==> src/rtl/decode_hazard_ctrl.sv <==
// Decode-stage control: opcode decode, in-flight write scoreboard, RAW stall,
// control-transfer bubbles and sticky halt.
module decode_hazard_ctrl #(
    parameter int AW           = 3,
    parameter int PIPE_DEPTH   = 3,
    parameter int FORWARD      = 0,
    parameter int CTRL_BUBBLES = 1
) (
    input  logic          clk,
    input  logic          rst_n,
    input  logic          id_valid,
    input  logic [4:0]    opcode,
    input  logic [AW-1:0] rs,
    input  logic [AW-1:0] rt,
    input  logic          wr_en,
    input  logic [AW-1:0] wr_reg,
    input  logic          flush,
    output logic          read_en1,
    output logic          read_en2,
    output logic          branch,
    output logic          jump,
    output logic          illegal,
    output logic          stall,
    output logic          issue,
    output logic          halted
);

    localparam logic [4:0] OP_HALT     = 5'b00000;
    localparam logic [4:0] OP_LD       = 5'b10001;
    localparam logic [2:0] BUBBLE_LOAD = 3'(CTRL_BUBBLES);

    logic                dec_re1;
    logic                dec_re2;
    logic                dec_ill;
    logic [PIPE_DEPTH-1:0] sb_v;
    logic [AW-1:0]       sb_reg [PIPE_DEPTH];
    logic                sb_ld0;
    logic [2:0]          bubble_cnt;
    logic                match_rs;
    logic                match_rt;
    logic                hazard;

    always_comb begin
        dec_re1 = 1'b0;
        dec_re2 = 1'b0;
        dec_ill = 1'b0;
        casez (opcode)
            5'b010??, 5'b101??, 5'b10001, 5'b11001,
            5'b10010, 5'b00101, 5'b00111, 5'b011??: dec_re1 = 1'b1;
            5'b10000, 5'b10011, 5'b1101?, 5'b111??: begin
                dec_re1 = 1'b1;
                dec_re2 = 1'b1;
            end
            5'b00000, 5'b00001, 5'b11000, 5'b00100, 5'b00110: ;
            default: dec_ill = 1'b1;
        endcase
    end

    assign read_en1 = id_valid & dec_re1;
    assign read_en2 = id_valid & dec_re2;
    assign illegal  = id_valid & dec_ill;
    assign branch   = id_valid & (opcode[4:2] == 3'b011);
    assign jump     = id_valid & (opcode[4:2] == 3'b001);

    // With forwarding only a load still in EX (entry 0) cannot supply its result.
    always_comb begin
        match_rs = 1'b0;
        match_rt = 1'b0;
        for (int i = 0; i < PIPE_DEPTH; i++) begin
            if (sb_v[i] && (FORWARD == 0 || (i == 0 && sb_ld0))) begin
                if (sb_reg[i] == rs) match_rs = 1'b1;
                if (sb_reg[i] == rt) match_rt = 1'b1;
            end
        end
    end

    assign hazard = (read_en1 & match_rs) | (read_en2 & match_rt);

    // Handshake: id_valid offers the decoded instruction; it is consumed only in
    // a cycle where issue=1 (no stall, no flush), otherwise fetch must hold it.
    assign stall = id_valid & (hazard | (bubble_cnt != 3'd0) | halted);
    assign issue = id_valid & ~stall & ~flush;

    // Entries shift every cycle with no back-pressure; the oldest falls off the end.
    always_ff @(posedge clk or negedge rst_n) begin
        if (!rst_n) begin
            sb_v   <= '0;
            sb_ld0 <= 1'b0;
            for (int i = 0; i < PIPE_DEPTH; i++) sb_reg[i] <= '0;
        end else begin
            sb_v[0]   <= issue & wr_en;
            sb_reg[0] <= wr_reg;
            sb_ld0    <= issue & (opcode == OP_LD);
            for (int i = 1; i < PIPE_DEPTH; i++) begin
                sb_v[i]   <= sb_v[i-1] & ~flush;
                sb_reg[i] <= sb_reg[i-1];
            end
        end
    end

    always_ff @(posedge clk or negedge rst_n) begin
        if (!rst_n) begin
            bubble_cnt <= 3'd0;
        end else if (flush) begin
            bubble_cnt <= 3'd0;
        end else if (issue && (branch || jump)) begin
            bubble_cnt <= BUBBLE_LOAD;
        end else if (bubble_cnt != 3'd0) begin
            bubble_cnt <= bubble_cnt - 3'd1;
        end
    end

    always_ff @(posedge clk or negedge rst_n) begin
        if (!rst_n) begin
            halted <= 1'b0;
        end else if (issue && opcode == OP_HALT) begin
            halted <= 1'b1;
        end
    end

endmodule

==> config.mk <==
export PLATFORM = sky130hd
export DESIGN_NAME = decode_hazard_ctrl
export DESIGN_NICKNAME = d
export VERILOG_FILES = /design/src/rtl/decode_hazard_ctrl.sv
export SDC_FILE = /design/constraint.sdc
export NUM_CORES = 1
export LEC_CHECK = 0
export CAP_MARGIN = 20
export CORE_UTILIZATION = 46
export DETAILED_ROUTE_END_ITERATION = 8
export GPL_ROUTABILITY_DRIVEN = 0
export MAX_ROUTING_LAYER = met4
export PLACE_DENSITY = 0.8
export SETUP_SLACK_MARGIN = 0.1
export SYNTH_ARGS = -nofsm -noshare
export SYNTH_HDL_FRONTEND = slang
export SYNTH_SLANG_ARGS = --single-unit
==> constraint.sdc <==
create_clock -name clk -period 3.05 [get_ports clk]
set_input_delay 0.915 -clock clk [delete_from_list [all_inputs] [get_ports clk]]
set_output_delay 0.915 -clock clk [all_outputs]
set_load 0.01 [all_outputs]
# [Word level (Yosys, flattened, before mapping)]
# Cells that the tools add are included.
[classes] n_addsub=1 n_eq_ne=23 muxes=18 bitwise_logic=18 reduce_logical=9
[op_table] operator="$eq 5x5->1 const B" count=6
[op_table] operator="$eq 5x3->1 const B" count=4
[op_table] operator="$eq 3x3->1" count=6
[op_table] operator="$reduce_or 17->1" count=1
[op_table] operator="$mux 1" count=15
[op_table] operator="$and 1x1->1" count=13
[op_table] operator="$reduce_or 12->1" count=1
[op_table] operator="$mux 3" count=3
[op_table] operator="$eq 3x2->1 const B" count=2
[op_table] operator="$eq 3x3->1 const B" count=2
[op_table] operator="$reduce_bool 3->1" count=2
[op_table] operator="$eq 5x1->1 const B" count=1
[op_table] operator="$logic_not 5->1" count=1
[op_table] operator="$eq 4x4->1 const B" count=1
[op_table] operator="$reduce_or 4->1" count=1
[op_table] operator="$eq 3x1->1 const B" count=1
[op_table] operator="$or 1x1->1" count=3
[op_table] operator="$sub 3x1->3 const B" count=1
[op_table] operator="$logic_and 1x1->1" count=2
[op_table] operator="$not 1->1" count=2
[op_table] operator="$logic_or 1x1->1" count=1
[totals] reg_bits=16 input_bits=19 output_inout_bits=8 wordCells=75

# [Longest topological paths before layout]
# Gate-level depths: netlist of the first run.
[logic_depth] ltp_word=18 depth_mapped=7 ltp_nobuf=7

# [Worst setup path before layout of the first run]
# Ideal clock, no wire load.
[synth_path] path_kind="input to output" start="in opcode[0]" end="out issue" t_arrival_ns=2.002 required_time_ns=2.135 slack_ns=0.133 cell_stages=4 path_buffers=0 path_cell_list="a211oi_1 -> a311oi_4 -> o21a_1 -> nor4_1"
[synth_between] elab_chain_cells=12 word_cells_on_any_way=22 cone_classes="eq/ne (7); mux (2); bitwise (11); reduce/logical (2)"
[synth_rtl] element="start, declared" line="12" rtl="input logic [4:0] opcode,"
[synth_rtl] element="$eq 5x5->1 or $eq 5x3->1 (tied branches)" line="47" rtl="casez (opcode)"
[synth_rtl] element="$reduce_or 12->1 (no source line) (*)"
[synth_rtl] element="$mux 1 (*)" line="47"
[synth_rtl] element="$and 1x1->1 (*)" line="59" rtl="assign read_en1 = id_valid & dec_re1;"
[synth_rtl] element="net read_en1" line="18" rtl="output logic read_en1,"
[synth_rtl] element="$and 1x1->1 (*)" line="77" rtl="assign hazard = (read_en1 & match_rs) | (read_en2 & match_rt);"
[synth_rtl] element="$or 1x1->1 (*)" line="77"
[synth_rtl] element="$or 1x1->1 (*) (2 in series)" line="81" rtl="assign stall = id_valid & (hazard | (bubble_cnt != 3'd0) | halted);"
[synth_rtl] element="$and 1x1->1 (*)" line="81"
[synth_rtl] element="$not 1->1 (*)" line="82" rtl="assign issue = id_valid & ~stall & ~flush;"
[synth_rtl] element="$and 1x1->1 (*) (2 in series)" line="82"
[synth_rtl] element="end, declared" line="24" rtl="output logic issue,"
# The timed path passes the listed nets; every way through them passes the cells marked *.

# [Worst setup path after layout of the first run]
[layout_path] start="in opcode[0]" end="out stall"
[layout_between] elab_chain_cells=9 word_cells_on_any_way=19 cone_classes="eq/ne (7); mux (2); bitwise (8); reduce/logical (2)"
[layout_rtl] element="$eq 5x5->1 or $eq 5x3->1 (tied branches)" line="47"
[layout_rtl] element="$reduce_or 12->1 (no source line) or $reduce_or 4->1 (tied branches)"
[layout_rtl] element="$mux 1" line="47"
[layout_rtl] element="$and 1x1->1, on equally long branches" line="59, 60"
[layout_rtl] element="$and 1x1->1" line="77"
[layout_rtl] element="$or 1x1->1 (*)" line="77"
[layout_rtl] element="$or 1x1->1 (*) (2 in series)" line="81"
[layout_rtl] element="$and 1x1->1 (*)" line="81"
[layout_rtl] element="end, declared" line="23" rtl="output logic stall,"
# Mark *: on every way between the ends. The rest lies on a longest branch, timed or not.

==> results of run 1 <==
[layout by cell type (no fill, tap or decap), types with 3 or more instances in the layout]
master	n
clkbuf_4	3
clkdlybuf4s15_1	3
buf_2	7
dlygate4sd2_1	3
dfrtp_1	16
xnor2_1	18
clkbuf_2	5
inv_1	4
and4_1	6
buf_6	3
nand2_1	3
clkdlybuf4s50_1	6
buf_4	21
[power breakdown]
group,switching (uW),internal (uW),leakage [uW],total [uW]
clock,70.1,72.9,0.0000210,143
sequential,24.5,243,0.000199,268
combinational,155,183,0.000437,338
[critical path, delay by kind of cell]
family | cells | cell delay [ps]
compound gates | 3 | 740
buf+inv | 4 | 460
simple gates | 1 | 170
[routing by layer]
layer  GRT usage  up-vias
met3      0.0491       13
met2       0.419       22
met5           -        -
met4       0.133        0
met1       0.326      415
li1            -      413
[per-stage QoR]
| step | power, uW | instances |
|---|---|---|
| 2_1_floorplan | 441 | 83 |
| 3_3_place_gp | 579 | 155 |
| 3_5_place_dp | 596 | 155 |
| 4_1_cts | 736 | 162 |
| 5_1_grt | 806 | 164 |
| 6_report | 749 | 164 |
[logic make-up (layout without fill, tap and decap cells)]
family,Yosys count,after routing,synth area share
xor gates and xnor gates,19,19,0.173
and+or+nand+nor,24,24,0.187
buffers and inverters,5,59,0.0195
DFF,16,16,0.416
adders and majority gates,2,2,0.0260
AOI/OAI and AO/OA,17,17,0.178
[final cells by class]
| type | count | area [um2] | area share |
|---|---|---|---|
| Multi-Input combinational cell | 62 | 589 | 0.400 |
| Sequential cell | 16 | 400 | 0.272 |
| Clock buffer | 4 | 36.3 | 0.0246 |
| Inverter | 5 | 18.8 | 0.0127 |
| Tap cell | 27 | 33.8 | 0.0229 |
| Timing Repair Buffer | 50 | 395 | 0.268 |
[timing repair]
action / CTS / global route
gates cloned: 0 / 0
pin swaps: 7 / 14
buffers inserted: 3 / 2
hold buffers: 0 / 0
setup endpoints to repair: 7 / 5
resized for setup: 57 / 18
[path summary, 6_finish.rpt]
| path | from | end | slack [ps] | cells after the start |
|---|---|---|---|---|
| worst max-delay path | opcode[0] | stall | -150 | 8 |
| max in group asynchronous | rst_n | halted | 1550 | 1 |
| worst min register to register | sb_reg[6] | sb_reg[3] | 440 | 0 |
| worst max register to register | bubble_cnt[0] | bubble_cnt[2] | 1330 | 9 |
| worst min-delay path | sb_reg[6] | sb_reg[3] | 440 | 0 |
| min in group asynchronous | rst_n | bubble_cnt[2] | 1050 | 1 |
==> metrics, run 1 <==
outcome=finished, violations left; failing checks=setup timing; CTS tree=done; period utilization=1.05; # nets final=159; cell with the most instances after synthesis=xnor2_1; final WL=2.56 mm; Slew HR=0.513; Area Growth Syn to Fin=53.2%; worst-path cell chain=buf_8, buf_6, buf_6, nor3_4, a311oi_4, a211o_1, o31a_1, buf_2; LEAKAGE=0.000657 uW; first-pass GRT wire length=3.88 mm; FFs w/ async S/R, synth=1.00; vias in the first global route=881; top_reg_cell synth=dfrtp_1; maximum vdd ir drop=310 uV; Diodes inserted=0; synth warn=0; routed length on met2=1.22 mm; clock tree sinks=16; Setup violations, final=2; P per Cell Area=508 nW/um2; min Tclk post-route=3200 ps; number of antenna violations at the first check in global routing=0; synth cell count leaders=xnor2_1 (18), dfrtp_1 (16), and4_1 (6); Worst setup SP type=primary input; kind of critical path=primary input to output pin; highest routed layer=met4; Core Rows=16; leading cell types by total area after synthesis=dfrtp_1 (42%), xnor2_1 (16%), and4_1 (5.5%); final worst setup slack=-153 ps; Die Y=47.7 um; Area after DPL=1400 um2; top-area cell type share of the netlist area=0.416; Final Hold Slack=445 ps; clk_skew=2.53 ps; max-cap check violation count=0; slowest stage delay, CP=300 ps; Finished Cell Area=1470 um2; wire length on met3=104 um; share of layout cells above drive strength 1=0.431; Most common cell on crit path=buf_6; Die X=47.7 um; full die area=2280 um2; Congestion Overflow GR=0; initial core utilization=0.490; port bufs=26; crit-path max FO=5; DRT iter0 DRCs=13; #FFs+latches synth=16; dpl hpwl=1.96 mm; CP Capture Type=output pin; Worst path slowest cell=a211o_1; # fillers=155; RSZ-0062 raised after global routing=yes; max FFs per register=9; Synth area leader=dfrtp_1; H-tree depth=1; fin util=0.751; FMAX=312 MHz; number of flops mapped to enable cells by yosys=0; Post-Route M1 WL=1.15 mm; Via density=5.26; Root Buffer=clkbuf_4; WL per Instance=15.6 um; Tightest Hold Check Type=flip-flop to flip-flop; Avg Inst Size Synth=11.6 um2; synthesized netlist cell count=83; Cell Area, Synth=962 um2; Final Hold Vio Count=0; largest net degree at the start of global routing=17; Netlist cell types=34; CTS clk-pin slew, worst paths=90 ps; critical path arrival=2290 ps; worst endpoint required time=2130 ps; CTS Buffer Depth=2; setup TNS=-270 ps; drt drc=0; CORE AREA=1960 um2; Clock Latency Late Sink=300 ps; fin. max-slew vios=0; All-Layer GR Usage=0.266; Setup WS pre-CTS=-913 ps; syn nets=104; Seq/Total Area, Yosys=0.416; cts bufs inserted=3; first drt pass iteration count=4; via count=863; Ports=27; Worst Max-Slew Pin Slew=728 ps; DRT antenna net count=0
Power figures use the tool's default switching activity.
==> run 2, diff against run 1 <==
- CORE_UTILIZATION: 46 -> 47
- GPL_TIMING_DRIVEN: unset -> 0
- PLACE_DENSITY: 0.8 -> 0.82
- clock period: 3.05 -> 4 ns (I/O delays scaled with it)
==> run 2 against run 1 <==
  * The flow now finishes without violations
  * Routed wire length fell by 24%
  * Clock power fell by 28%
  * Clock skew about the same
  * Sequential cell count did not move
  * Register-to-register slack improved by 970 ps
  * First-iteration DRC count fell by 38%
  * Design area decreased by 12%
  * Critical endpoint unchanged
  * Largest cell class unchanged
  * Largest power group unchanged
  * Global-route usage fell by 6.3 points
  * Total power fell by 31%
  * Count of clock-buffer cells in the layout unchanged
  * Highest routed layer is now met3
  * Die area down 2.0%
  * Worst hold slack improved by 2.4 ps
==> metrics, run 2 (synthesized netlist as in run 1, its figures left out) <==
min Tclk post-route=3850 ps; Tightest Hold Check Type=flip-flop to flip-flop; CTS Buffer Depth=2 (unchanged); worst endpoint required time=2800 ps (+670 ps); # nets final=137 (-14%); maximum vdd ir drop=238 uV (-23%); CP Capture Type=output pin; Via density=5.07 (-3.6%); DRT antenna net count=0 (unchanged); Clock Latency Late Sink=280 ps (-20 ps); Die Y=47.2 um (-1.0%); critical path arrival=2650 ps (+360 ps); Setup WS pre-CTS=-559 ps (+354 ps); largest net degree at the start of global routing=17 (unchanged); full die area=2230 um2 (-2.0%); dpl hpwl=1.54 mm (-22%); kind of critical path=primary input to output pin; max FFs per register=9 (unchanged); clk_skew=2.53 ps (-0.00111 ps); via count=720 (-17%); All-Layer GR Usage=0.203 (-0.0629); # fillers=168 (+8.4%); crit-path max FO=3 (-2); outcome=complete, no violations; Diodes inserted=0 (unchanged); final worst setup slack=150 ps (+303 ps); CTS clk-pin slew, worst paths=80 ps (about the same); fin. max-slew vios=0 (unchanged); port bufs=26 (unchanged); total power=513 uW (-31%); LEAKAGE=0.000525 uW (-20%); Finished Layout Cells=142 (-13%); vias in the first global route=715 (-19%); first drt pass iteration count=4 (unchanged); number of antenna violations at the first check in global routing=0 (unchanged); DRT iter0 DRCs=8 (-5); period utilization=0.962; Setup violations, final=0 (-2); clock tree sinks=16 (unchanged); first-pass GRT wire length=2.96 mm (-24%); Core Rows=16 (unchanged); initial core utilization=0.495 (+0.00506); Final Hold Vio Count=0 (unchanged); share of layout cells above drive strength 1=0.252 (-0.178); WL per Instance=13.6 um (-13%); Ports=27 (unchanged); Die X=47.2 um (-1.0%); P per Cell Area=394 nW/um2 (-22%); hold bufs inserted after CTS=0 (unchanged); Congestion Overflow GR=0 (unchanged); Root Buffer=clkbuf_4; cts bufs inserted=3 (unchanged); commonest non-fill, non-tap cell in the layout=xnor2_1; final WL=1.93 mm (-24%); max-cap check violation count=0 (unchanged); Area Growth Syn to Fin=35.2%; RSZ-0062 raised after global routing=no; leading cell types in the layout, fill and taps excluded=xnor2_1 (18), dfrtp_1 (16), clkdlybuf4s50_1 (11); fin util=0.670 (-0.0812); H-tree depth=1 (unchanged); Worst setup SP type=primary input; CORE AREA=1940 um2 (-1.0%); Placed Cells=136 (-12%); Worst Max-Slew Pin Slew=677 ps (-51.4 ps); FMAX=260 MHz; CTS tree=done; drt drc=0 (unchanged); Slew HR=0.548 (+0.0344)
==> run 2: path summary, 6_finish.rpt <==
check                              startpoint            end  slack [ps]  cells past startpoint
worst max register to register  bubble_cnt[0]        sb_v[0]        2300                      6
min in group asynchronous               rst_n      sb_reg[6]        1320                      1
worst max-delay path                    rt[0]          stall         150                      6
worst min register to register      sb_reg[4]      sb_reg[1]         450                      0
worst min-delay path                sb_reg[4]      sb_reg[1]         450                      0
max in group asynchronous               rst_n  bubble_cnt[2]        2250                      1
==> run 2: stage by stage <==
step                      hold WS, ps  area, um2  setup TNS, ps
after floorplan                   411        962              0
after global placement            419       1260          -1630
after detailed placement          423       1260          -1830
after CTS                         452       1310              0
after global routing              464       1300              0
final                             447       1300              0
==> run 2: critical path, cell delays in order <==
cell and delay, ps:
clkdlybuf4s15_1 230, xnor2_1 160, and4_1 200, o31a_4 360, o31a_1 270, clkdlybuf4s15_2 230
==> run 2: layout make-up <==
type                       instances  area (um2)  area share
sequential                        16         400       0.308
timing repair buffer              28         234       0.180
clock buffer                       4        36.3      0.0279
tap                               27        33.8      0.0260
inverter                           5        18.8      0.0144
multi-input combinational         62         578       0.444
==> run 2: power by group <==
| group | switching, uW | internal, uW |
|---|---|---|
| combinational | 99.8 | 107 |
| sequential | 17.9 | 186 |
| clock | 47.6 | 55.4 |
==> run 2: layer usage <==
metal / vias to the layer above / global-route usage / routed length (um)
met5: - / - / 0
met4: 0 / 0.0343 / 0
met3: 0 / 0.0808 / 61
met2: 11 / 0.310 / 977
met1: 339 / 0.258 / 893
li1: 370 / - / -
==> run 2: what timing repair did <==
action                                  in CTS  in global routing
endpoints found under the setup margin       6                  2
resized for setup                           26                 18
cloned                                       0                  0
setup buffers                                2                  0
pin swaps                                    3                  2
==> run 3, diff against run 2 <==
- PLACE_DENSITY: 0.82 -> 0.79
==> run 3 against run 2 <==
  * Critical path depth is the same
  * First-iteration DRC count down 38%
  * Sequential cell count is the same
  * Clock power up 4%
  * Clock skew grew 7.0 ps
  * Design area increased by 0.77%
  * Core utilization grew 0.52 points
  * Worst hold slack worse by 2.1 ps
  * Global-route usage rose by 1.3 points
  * Combinational power hardly changed
  * Fmax down 0.85%
  * Largest power group is now sequential cells
  * Highest routed layer is now met4
==> metrics, run 3 (synthesized netlist as in run 1, its figures left out) <==
Clock Latency Late Sink=290 ps (about the same); Final Hold Slack=445 ps (-2.07 ps); slowest stage delay, CP=570 ps (+210 ps); # nets final=138 (+0.73%); outcome=complete, no violations; Diodes inserted=0 (unchanged); first drt pass iteration count=4 (unchanged); Tightest Hold Check Type=flip-flop to flip-flop; LEAKAGE=0.000533 uW (+1.5%); fin. max-slew vios=0 (unchanged); drt drc=0 (unchanged); max-cap check violation count=0 (unchanged); port bufs=26 (unchanged); Die Y=47.2 um (unchanged); Core Rows=16 (unchanged); RSZ-0062 raised after global routing=yes; CORE AREA=1940 um2 (unchanged); clk_skew=9.55 ps (+7.02 ps); Ports=27 (unchanged); DRT iter0 DRCs=5 (-3); FMAX=258 MHz (-0.85%); Slew HR=0.545 (-0.00298); vias in the first global route=772 (+8.0%); worst endpoint required time=2800 ps (about the same); critical path arrival=2680 ps (+30 ps); Die X=47.2 um (unchanged); fin util=0.675 (+0.00516); initial core utilization=0.495 (unchanged); CTS Buffer Depth=2 (unchanged); share of layout cells above drive strength 1=0.216 (-0.0367); full die area=2230 um2 (unchanged); via count=762 (+5.8%); Multi-input gate area=566 um2 (-2.2%); register area=400 um2 (unchanged); Worst Max-Slew Pin Slew=681 ps (+4.45 ps); hold bufs inserted after CTS=0 (unchanged); DRT antenna net count=0 (unchanged); cts bufs inserted=3 (unchanged); leading cell types in the layout, fill and taps excluded=xnor2_1 (18), dfrtp_1 (16), clkdlybuf4s50_1 (11); CP Capture Type=output pin; kind of critical path=primary input to output pin; H-tree depth=1 (unchanged); P per Cell Area=393 nW/um2 (-0.40%); crit-path max FO=6 (+3); CTS tree=done; Root Buffer=clkbuf_4; WL per Instance=14.2 um (+4.5%); min Tclk post-route=3880 ps (+33.1 ps); Setup violations, final=0 (unchanged); number of antenna violations at the first check in global routing=0 (unchanged); Final Hold Vio Count=0 (unchanged); Area Growth Syn to Fin=36.3%; period utilization=0.971 (+0.00826); Via density=5.33 (+5.1%); max FFs per register=9 (unchanged); Worst setup SP type=primary input; clock tree sinks=16 (unchanged); Congestion Overflow GR=0 (unchanged); dpl hpwl=1.63 mm (+5.9%); CTS clk-pin slew, worst paths=90 ps (about the same); largest net degree at the start of global routing=17 (unchanged); final WL=2.04 mm (+5.3%); All-Layer GR Usage=0.216 (+0.0130); maximum vdd ir drop=268 uV (+13%); worst-path cell chain=clkdlybuf4s15_2, or4_4, a31oi_4, o31a_4, o31a_1, clkbuf_2; commonest non-fill, non-tap cell in the layout=xnor2_1; # fillers=170 (+1.2%); Worst path slowest cell=or4_4; first-pass GRT wire length=3.20 mm (+8.1%)
-- run 3: cell count changes in the layout (fill, tap and decap cells not counted) --
cell,previous run,this run
buf_4,2,3
nor3b_1,0,1
dlygate4sd2_1,6,10
clkbuf_2,4,1
nor3b_2,1,0
a211oi_4,1,0
a211oi_2,0,1
buf_2,3,2
-- run 3: what timing repair did --
action | CTS | global route
setup buffers | 3 | 0
setup endpoints to repair | 6 | 3
pin swaps | 3 | 0
cloned | 0 | 0
gates resized for setup | 30 | 2
-- run 3: final timing paths --
| check | from | to | slack, ps | depth (start not counted) |
|---|---|---|---|---|
| hold / removal | sb_reg[4] | sb_reg[1] | 440 | 0 |
| hold reg to reg | sb_reg[4] | sb_reg[1] | 440 | 0 |
| setup / recovery | opcode[3] | stall | 120 | 6 |
| setup reg to reg | bubble_cnt[0] | sb_v[0] | 2300 | 6 |
| min in group asynchronous | rst_n | sb_reg[5] | 1310 | 1 |
| max in group asynchronous | rst_n | bubble_cnt[1] | 2250 | 1 |
-- run 3: critical path, delay by kind of cell --
family          cells  cell delay (ps)
buf+inv             2              380
simple gates        1              570
compound gates      3              530
-- run 3: per-layer routing --
metal	share of wire	wire, um	GRT usage
met1	0.45	914	0.267
met2	0.52	1060	0.340
met3	0.019	39	0.0385
met4	0.0088	18	0.103
met5	0	0	-
-- run 3: power breakdown --
| group | switching, uW | internal [uW] | total, uW |
|---|---|---|---|
| clock | 51.8 | 55.4 | 107 |
| sequential | 18.5 | 186 | 204 |
| combinational | 102 | 102 | 204 |
-- run 3: through the flow --
step / cell area [um2] / cells / setup WS [ps] / setup TNS, ps / power [uW]
3_3_place_gp: 1260 / 136 / -545 / -1660 / 407
3_5_place_dp: 1260 / 136 / -552 / -1780 / 420
2_1_floorplan: 962 / 83 / 513 / 0 / 337
5_1_grt: 1310 / 143 / 64.5 / 0 / 553
6_report: 1310 / 143 / 117 / 0 / 515
4_1_cts: 1310 / 143 / 47.5 / 0 / 521
-- run 3: final cells by class --
class                           instances  area share
Multi-Input combinational cell         62       0.431
Tap cell                               27      0.0258
Sequential cell                        16       0.305
Timing Repair Buffer                   29       0.196
Inverter                                5      0.0143
Clock buffer                            4      0.0277
==> patch 1, RTL diff (flow settings as in run 3) <==
`AW`: 3 -> 2.
--- a/src/rtl/decode_hazard_ctrl.sv
+++ b/src/rtl/decode_hazard_ctrl.sv
@@ -1,7 +1,7 @@
 // Decode-stage control: opcode decode, in-flight write scoreboard, RAW stall,
 // control-transfer bubbles and sticky halt.
 module decode_hazard_ctrl #(
-    parameter int AW           = 3,
+    parameter int AW           = 2,
     parameter int PIPE_DEPTH   = 3,
     parameter int FORWARD      = 0,
     parameter int CTRL_BUBBLES = 1
Interface: changed (resized rs, rt and wr_reg); port bits go from 27 to 24. The function was not compared with the original's and may differ.
==> patch 1 against run 3 <==
Power down 32%; register-to-register slack worse by 0.22 ns; largest power group unchanged; worst setup slack better by 0.042 ns; cell area down 20%; combinational power down 44%; sequential cell count down 3; synthesized area down 21%; routed wire length down 28%.
==> patch 1: results (changes against run 3) <==
metric	value	unit	change
Tightest Pin Transition	0.556	ns	was 0.681 ns
GRT Total Usage	18.6	%	was 21.6%
largest net degree at the start of global routing	14		was 17
register area share after synthesis	42.8	%	was 41.6%
status	complete, no violations		unchanged
TritonRoute pass-1 iters	4		unchanged
invs w/o clock	7		was 5
Compound-Gate Fraction of Synth Area	15.0	%	was 17.8%
initial antenna violation count	0		unchanged
clock buffer count	3		was 4
Netlist cell types	27		was 34
cell family with most CP delay	buffers and inverters		was simple AND/OR/NAND/NOR gates
Max rail drop VDD	193	uV	was 268 uV
register area	325	sq um	was 400 sq um
Post-Synth XOR/XNOR Area	15.0	%	was 17.3%
layout cells sized above 1	17.0	%	was 21.6%
vias per inst	5.03		was 5.33
Multi-input gate area	418	sq um	was 566 sq um
number of synthesized register bits	13		was 16
Crit path largest cell delay	0.60	ns	was 0.57 ns
I/O Buffers	23		was 26
top post-synthesis cells by area	dfrtp_1 (43%), xnor2_1 (13%), nand3_1 (4.6%)		was dfrtp_1 (42%), xnor2_1 (16%), and4_1 (5.5%)
max reg flops	6		was 9
global-route wire length before repair	2430	um	was 3200 um
#MultiIn Comb	57		was 62
clock transition at the registers of the reported paths	0.08	ns	
DR iter-0 viols	4		was 5
buffering overhead	22.0	%	was 19.6%
skew final	0.00863	ns	was 0.00955 ns
Leak	0.472	nW	was 0.533 nW
detailed-placement wirelength estimate	1130	um	was 1630 um
slowest CP cell	clkdlybuf4s50_1		was or4_4
critical-path maximum fanout	6		unchanged
dpl ws	-0.477	ns	was -0.552 ns
Signal buffers	25		was 29
clock network area share	2.63	%	was 2.77%
Post-Route WL	1470	um	was 2040 um
crit path DAT	2.64	ns	was 2.68 ns
Max clock buf depth	2		unchanged
Num CTS Buffers	3		unchanged
Syn. warnings	0		unchanged
Filler Cell Count	115		was 170
post-synthesis adder-cell area fraction	3.29	%	was 2.60%
final net count	125		was 138
Syn Nets	95		was 104
Synth top cells by count	dfrtp_1 (13), xnor2_1 (11), inv_1 (7), nand3_1 (7), nor2_1 (7)		was xnor2_1 (18), dfrtp_1 (16), and4_1 (6), inv_1 (5)
vias in the first global route	592		was 772
asr flop ratio synth	100	%	unchanged
## patch 1: cell count changes after synthesis, moves of 2 or more
cell,run 3,this run
xnor2_1,18,11
a211oi_1,3,0
and4_1,6,0
inv_1,5,7
dfrtp_1,16,13
nand3_1,0,7
nor2_1,2,7
nor2b_1,2,4
## patch 1: what timing repair did
action	4_1_cts	5_1_grt
buffers inserted	2	0
gates resized for setup	12	6
endpoints found under the setup margin	4	3
pin swaps	2	0
## patch 1: worst paths after layout
check | startpoint | cells after the start | slack (ns) | endpoint
max | id_valid | 4 | 0.16 | jump
min | sb_reg[5] | 0 | 0.44 | sb_reg[3]
max reg2reg | bubble_cnt[0] | 9 | 2.08 | bubble_cnt[0]
min reg2reg | sb_reg[5] | 0 | 0.44 | sb_reg[3]
max in group asynchronous | rst_n | 1 | 2.36 | sb_reg[2]
min in group asynchronous | rst_n | 1 | 1.27 | bubble_cnt[2]
## patch 1: per-layer routing
layer / part of all wire [%] / wire length, um / track usage (%)
met5: 0 / 0 / -
met4: 1.6 / 23 / 10.6
met3: 5.0 / 73 / 3.02
met2: 47 / 688 / 31.1
met1: 47 / 684 / 21.0
## patch 1: through the flow
| stage | std cells | setup TNS, ns | area, sq um |
|---|---|---|---|
| floorplan | 77 | 0 | 761 |
| global placement | 116 | -1.11 | 1010 |
| detailed placement | 116 | -1.14 | 1010 |
| CTS | 122 | 0 | 1040 |
| global route | 122 | 0 | 1050 |
| finish | 122 | 0 | 1050 |
## patch 1: power by group
group | internal [mW] | leakage (nW) | switching [mW]
Sequential | 0.145 | 0.160 | 0.00860
Combinational | 0.0595 | 0.294 | 0.0556
Clock | 0.0372 | 0.0177 | 0.0447
Total | 0.242 | 0.472 | 0.109
==> patch 2, RTL diff (settings of run 3) <==
Without the edit above. Reset style: synchronous (`rst_n`), changed in 3 clocked blocks.
--- a/src/rtl/decode_hazard_ctrl.sv
+++ b/src/rtl/decode_hazard_ctrl.sv
@@ -82,7 +82,7 @@
     assign issue = id_valid & ~stall & ~flush;
 
     // Entries shift every cycle with no back-pressure; the oldest falls off the end.
-    always_ff @(posedge clk or negedge rst_n) begin
+    always_ff @(posedge clk) begin
         if (!rst_n) begin
             sb_v   <= '0;
             sb_ld0 <= 1'b0;
@@ -98,7 +98,7 @@
         end
     end
 
-    always_ff @(posedge clk or negedge rst_n) begin
+    always_ff @(posedge clk) begin
         if (!rst_n) begin
             bubble_cnt <= 3'd0;
         end else if (flush) begin
@@ -110,7 +110,7 @@
         end
     end
 
-    always_ff @(posedge clk or negedge rst_n) begin
+    always_ff @(posedge clk) begin
         if (!rst_n) begin
             halted <= 1'b0;
         end else if (issue && opcode == OP_HALT) begin
Function: differs if rst_n is asserted again (counterexample within 4 cycles, from zero or initial values and one cycle with rst_n low); with rst_n held inactive, the same outputs for 10 cycles.
==> patch 2 against run 3 <==
Routed wire length fell by 2.6%; synthesized area fell by 8.3%; die area fell by 8.0%; core utilization rose by 3.7 points; count of clock-buffer cells in the layout fell by 1; highest routed layer unchanged; cell area fell by 5.2%; worst setup slack improved by 0.015 ns; sequential cell count did not move.
Power is not compared: it rests on default switching activity, and its combinational part moved more than twofold at a synthesized area within 25%.
==> patch 2: results (changes against run 3) <==
metric	value	unit	change
status	complete, no violations		unchanged
DR iter-0 viols	11		was 5
top post-synthesis cells by area	dfxtp_1 (36%), xnor2_1 (17%), and2_1 (7.8%)		was dfrtp_1 (42%), xnor2_1 (16%), and4_1 (5.5%)
dpl ws	-0.753	ns	was -0.552 ns
worst hold path type	reg2reg		unchanged
WHS Path Cells	1		was 0
worst skew pair latency	0.27	ns	was 0.29 ns
placed cell areas	0.00117	sq mm	was 0.00126 sq mm
detailed-placement wirelength estimate	1580	um	was 1630 um
register area share after synthesis	36.3	%	was 41.6%
post-synthesis adder-cell area fraction	2.84	%	was 2.60%
global-route wire length before repair	2990	um	was 3200 um
R2R Path Start	bubble_cnt[0]		unchanged
asr flop ratio synth	0	%	was 100%
crit path DAT	2.67	ns	was 2.68 ns
cell family with most CP delay	simple AND/OR/NAND/NOR gates		unchanged
RR Endpoint	bubble_cnt[1]		was sb_v[0]
Syn Nets	118		was 104
largest net degree at the start of global routing	11		was 17
Post-Synth XOR/XNOR Area	18.9	%	was 17.3%
layout cells sized above 1	20.9	%	was 21.6%
Synth top cells by count	xnor2_1 (17), dfxtp_1 (16), and2_1 (11), inv_1 (6), nor2_1 (5)		was xnor2_1 (18), dfrtp_1 (16), and4_1 (6), inv_1 (5)
worst rel slew slack	77.4	%	was 54.5%
vias in the first global route	704		was 772
GRT Total Usage	21.4	%	was 21.6%
skew final	0.00103	ns	was 0.00955 ns
wire per inst	12.9	um	was 14.2 um
Worst R2R Setup Slack	2.18	ns	was 2.30 ns
total global routing overflow	0		unchanged
WHS Endpoint	sb_v[2]		was sb_reg[1]
critical-path maximum fanout	7		was 6
Num CTS Buffers	3		unchanged
Crit path largest cell delay	0.50	ns	was 0.57 ns
max reg flops	9		unchanged
Compound-Gate Fraction of Synth Area	11.1	%	was 17.8%
HP Start	sb_v[1]		was sb_reg[4]
final hold slack	0.500	ns	was 0.445 ns
via count	786		was 762
clock tree root driver cell	clkbuf_4		unchanged
final net count	152		was 138
[patch 2: layout make-up]
class	instances	area, sq um
multi-input cells	74	582
well taps	25	31.3
inverters	6	22.5
fillers	145	503
plain buffers	1	3.75
clock buffers	3	22.5
flip-flops and latches	16	320
repair buffers	29	260
[patch 2: worst max path at each step]
stage | endpoint | startpoint | slack [ns]
5_1_grt | stall | opcode[2] | 0.1
2_1_floorplan | stall | opcode[1] | 0.32
3_3_place_gp | stall | opcode[1] | -0.70
4_1_cts | stall | opcode[2] | 0.01
3_5_place_dp | stall | opcode[1] | -0.75
6_report | stall | opcode[2] | 0.13
[patch 2: metal layers]
layer | vias up | GRT usage [%] | wire, um | share of wire (%)
met5 | - | - | 0 | 0
met4 | 0 | 3.64 | 5 | 0.25
met3 | 2 | 6.00 | 78 | 3.9
met2 | 13 | 36.2 | 1080 | 55
met1 | 370 | 25.5 | 816 | 41
li1 | 401 | - | - | -
[patch 2: power by group]
| group | internal [mW] | switching [mW] | total [mW] |
|---|---|---|---|
| clock network | 0.0349 | 0.0435 | 0.0784 |
| logic | 0.0439 | 0.0362 | 0.0801 |
| registers | 0.165 | 0.00520 | 0.170 |
[patch 2: stage by stage]
stage          total power, mW  cells
2_1_floorplan            0.211     97
3_3_place_gp             0.249    148
3_5_place_dp             0.251    148
4_1_cts                  0.331    153
5_1_grt                  0.349    154
6_report                 0.329    154
[patch 2: timing repair]
action / in CTS / in global routing
setup endpoints to repair: 4 / 3
setup buffers: 2 / 1
cloned: 0 / 0
resized for setup: 36 / 21
pin swaps: 4 / 6
